$ cat src/rtl/vga_pixel_fetch.sv
// Pixel fetch and output stage behind the VGA timing generator.
// Two-stage pipeline aligning frame-buffer data with delayed sync/blank.
module vga_pixel_fetch (
    input  logic        clk,
    input  logic        rst,
    input  logic [8:0]  h_cnt,
    input  logic [9:0]  v_cnt,
    input  logic        h_blank,
    input  logic        v_blank,
    input  logic        v_blank_begin,
    input  logic        v_blank_end,
    input  logic        h_sync,
    input  logic        v_sync,
    input  logic        disp_en,
    input  logic [7:0]  bg_color,
    input  logic        irq_ack,
    output logic [15:0] mem_addr,
    output logic        mem_rd,
    input  logic [7:0]  mem_data,
    output logic [2:0]  vga_r,
    output logic [2:0]  vga_g,
    output logic [1:0]  vga_b,
    output logic        vga_hs,
    output logic        vga_vs,
    output logic        irq,
    output logic        irq_ovf,
    output logic [7:0]  frame_cnt
);

    logic       hs1_q, vs1_q, blank1_q, en_q;
    logic       hs2_q, vs2_q;
    logic [7:0] rgb_q, rgb_d;
    logic       en_d;
    logic       irq_q, irq_d;
    logic       ovf_q, ovf_d;
    logic [7:0] fc_q, fc_d;

    // Each 256-wide macropixel row covers four scan lines.
    assign mem_addr = {v_cnt[9:2], h_cnt[7:0]};
    assign mem_rd   = ~h_blank & ~v_blank;

    always_comb begin
        en_d  = en_q;
        rgb_d = 8'h00;
        irq_d = irq_q;
        ovf_d = ovf_q;
        fc_d  = fc_q;
        if (v_blank_end) begin
            en_d = disp_en;
        end
        if (!blank1_q) begin
            rgb_d = en_q ? mem_data : bg_color;
        end
        if (irq_ack) begin
            irq_d = 1'b0;
        end
        if (irq_ack && !v_blank_begin) begin
            ovf_d = 1'b0;
        end
        if (v_blank_begin) begin
            irq_d = 1'b1;
            fc_d  = fc_q + 8'd1;
        end
        if (v_blank_begin && irq_q) begin
            ovf_d = 1'b1;
        end
    end

    always_ff @(posedge clk) begin
        if (rst) begin
            hs1_q    <= 1'b1;
            vs1_q    <= 1'b1;
            blank1_q <= 1'b1;
            en_q     <= 1'b0;
            hs2_q    <= 1'b1;
            vs2_q    <= 1'b1;
            rgb_q    <= 8'h00;
            irq_q    <= 1'b0;
            ovf_q    <= 1'b0;
            fc_q     <= 8'h00;
        end else begin
            hs1_q    <= h_sync;
            vs1_q    <= v_sync;
            blank1_q <= h_blank | v_blank;
            en_q     <= en_d;
            hs2_q    <= hs1_q;
            vs2_q    <= vs1_q;
            rgb_q    <= rgb_d;
            irq_q    <= irq_d;
            ovf_q    <= ovf_d;
            fc_q     <= fc_d;
        end
    end

    assign vga_r     = rgb_q[7:5];
    assign vga_g     = rgb_q[4:2];
    assign vga_b     = rgb_q[1:0];
    assign vga_hs    = hs2_q;
    assign vga_vs    = vs2_q;
    assign irq       = irq_q;
    assign irq_ovf   = ovf_q;
    assign frame_cnt = fc_q;

endmodule
$ cat config.mk
export PLATFORM = sky130hd
export DESIGN_NAME = vga_pixel_fetch
export DESIGN_NICKNAME = d
export VERILOG_FILES = /design/src/rtl/vga_pixel_fetch.sv
export SDC_FILE = /design/constraint.sdc
export NUM_CORES = 1
export LEC_CHECK = 0
export ABC_AREA = 1
export ABC_CLOCK_PERIOD_IN_PS = 1250
export BUFFER_PORTS_ARGS = -buffer_cell sky130_fd_sc_hd__buf_4
export CAP_MARGIN = 20
export CORE_UTILIZATION = 37
export DETAILED_ROUTE_END_ITERATION = 10
export GPL_TIMING_DRIVEN = 0
export PLACE_DENSITY = 0.73
export REMOVE_ABC_BUFFERS = 1
export SLEW_MARGIN = 20
export SYNTH_ARGS = -nofsm -noshare
export SYNTH_HDL_FRONTEND = slang
export SYNTH_SLANG_ARGS = --single-unit
$ cat constraint.sdc
create_clock -name clk -period 1.25 [get_ports clk]
set_input_delay 0.1875 -clock clk [delete_from_list [all_inputs] [get_ports clk]]
set_output_delay 0.1875 -clock clk [all_outputs]
set_load 0.005 [all_outputs]
==> flow_summary.json <==
{
  "outcome": "complete, no violations",
  "path_cells": "ha_1, nand2_1, nor2_4, nand3_1, nand2_1, nor2_1",
  "dieArea_um2": 2870,
  "antennaDiodeCount": 0,
  "top_layer": "met3",
  "drv_cap": 0,
  "antenna_left": 0,
  "seq_area_frac_synth": 0.488,
  "synth-seq-cells": 24,
  "ctsHoldBuffers": 0,
  "layout-drive-gt1-share": 0.354,
  "crit_path_max_fanout": 4,
  "die_width_um": 53.6,
  "nFillCells": 255,
  "layout_common_cells": "buf_4, nor2_1, dfxtp_1",
  "critPathMostFrequentCell": "nand2_1",
  "cts_tree": "yes",
  "path_clk_slew_ns": 0.12,
  "io_buffer_count": 46,
  "hp-class": "in2reg",
  "core_um2": 2500,
  "grt_pass1_wl_mm": 3.34,
  "ys_types": 14,
  "synth.avg_cell_area_um2": 7.82,
  "hold_viol_final": 0,
  "drc": 0,
  "viasPerCell": 4.69,
  "worstMarginPinSlew_ns": 0.376,
  "nets": 206,
  "drtIter0Drc": 7,
  "slew_headroom": 0.748,
  "place_ws_ns": 0.193,
  "final_common_cell": "buf_4",
  "setup_viol": 0,
  "yosysWarnings": 0,
  "fin_util": 0.506,
  "rows": 18,
  "peakVddDrop_mv": 0.728,
  "synth_cells": 126,
  "power.share.sequential": 0.633,
  "period_needed_ns": 1.09,
  "die_h_um": 53.6,
  "power_uw": 1270,
  "syn_to_final_growth_pct": 28.5,
  "drt_first_pass_iters": 4,
  "io_pins": 82,
  "route.met2.wl_um": 871,
  "setup_slack_ns": 0.164,
  "start_util": 0.394,
  "cp-end-kind": "register",
  "power_switching_share": 0.219,
  "finalSetupTns_ns": 0,
  "slew_violations": 0,
  "groute.usage.overall": 0.164,
  "htree_levels": 1,
  "fin_crit_sh": 0.869,
  "power_frac_comb": 0.116,
  "root_buffer": "clkbuf_4",
  "grt-ovfl-total": 0,
  "place.gp.congestion": 0.663,
  "p_sw_uw": 278,
  "final.setup_skew_ns": 0.00142,
  "power.internal_uw": 992,
  "rsz0062_at_grt": "no",
  "wl_per_cell_um": 11.0,
  "arrival_ns": 1.29,
  "slowest_delay_ns": 0.40,
  "powerDensity_nw_per_um2": 1000,
  "worstSkewPairLatency_ns": 0.30,
  "grt_max_degree": 13,
  "wl_met1_um": 939,
  "vias": 881,
  "cp.required_ns": 1.46,
  "antenna_found_initial": 0,
  "p_clk_frac": 0.251,
  "start_kind": "register",
  "syn_area_um2": 985,
  "crit_path_top_delay_cell": "dfxtp_1",
  "critPathKind": "reg2reg",
  "cts_buffers": 3,
  "leakagePower_uw": 0.000610,
  "post_cts_buffers": 0,
  "cts.path.max_buffers": 2,
  "grt_pass1_vias": 796,
  "ctsResizeCount": 0,
  "met3WireLength_um": 261,
  "fmax_mhz": 921,
  "dp_hpwl_mm": 1.67,
  "clock-sinks": 24,
  "drt_wl_total_mm": 2.07
}
## cell usage after synthesis
cell type,count,share of area
a21oi_1,7,0.036
nand3_1,3,0.015
clkinv_1,1,0.0038
dfxtp_1,24,0.49
inv_1,5,0.019
ha_1,1,0.013
clkbuf_2,1,0.0051
o21ai_0,11,0.056
inv_2,1,0.0038
nand2_1,17,0.065
nor2_1,33,0.13
or2_2,4,0.025
nor2_4,2,0.023
buf_4,16,0.12
## metrics by stage
step / cell area (µm²) / std cells / hold slack (ns)
detailed placement: 1240 / 185 / 0.375
floorplan: 860 / 109 / 0.257
CTS: 1260 / 188 / 0.0495
global route: 1260 / 188 / 0.0439
global placement: 1240 / 185 / 0.375
finish: 1260 / 188 / 0.0624
## per-layer routing
layer	global-route usage	vias up
li1	-	442
met1	0.186	386
met2	0.244	53
met3	0.0989	0
met4	0.0658	0
met5	0.0625	-
## kinds of logic (layout without fill, tap and decap cells)
family                   count (synthesis)  count (layout)  share of synthesized area
flip-flops                              24              24                      0.488
AO/OA/AOI/OAI                           18              18                     0.0915
buffers and inverters                   24              56                      0.154
adder cells (fa/ha/maj)                  1               1                     0.0127
AND/OR/NAND/NOR                         59              59                      0.254
## flip-flops by register name, summed over array words and instances, names as in the netlist
register and flops:
blank1_q 1, en_q 1, frame_cnt 8, hs1_q 1
irq 1, irq_ovf 1, rgb_q 8, vga_hs 1
vga_vs 1, vs1_q 1
## cell type report
cell class,count,area (µm²),area share
clock buffer,3,22.5,0.0178
inverter,7,26.3,0.0208
multi-input combinational,78,353,0.279
sequential,24,480,0.380
tap,30,37.5,0.0297
timing repair buffer,46,345,0.273
## worst paths after layout
kind,start,to,slack [ns],cells past startpoint
min reg2reg,vs1_q,vga_vs,0.42,1
min,v_sync,vs1_q,0.06,2
max,frame_cnt[1],frame_cnt[6],0.16,6
max reg2reg,frame_cnt[1],frame_cnt[6],0.16,6
## critical path: cells and delay by family (launching register included)
family	cells	cell delay [ns]
adder cells (fa/ha/maj)	1	0.16
flip-flops	1	0.40
AND/OR/NAND/NOR	5	0.42
## power groups by stage
stage | clock [µW] | combinational [µW] | sequential [µW]
final | 319 | 147 | 804
after global routing | 373 | 167 | 808
after CTS | 338 | 149 | 804
after detailed placement | 0 | 149 | 821
after global placement | 0 | 145 | 821
after floorplan | 0 | 46.1 | 821
Note: power is estimated with default switching activity, not from simulation.
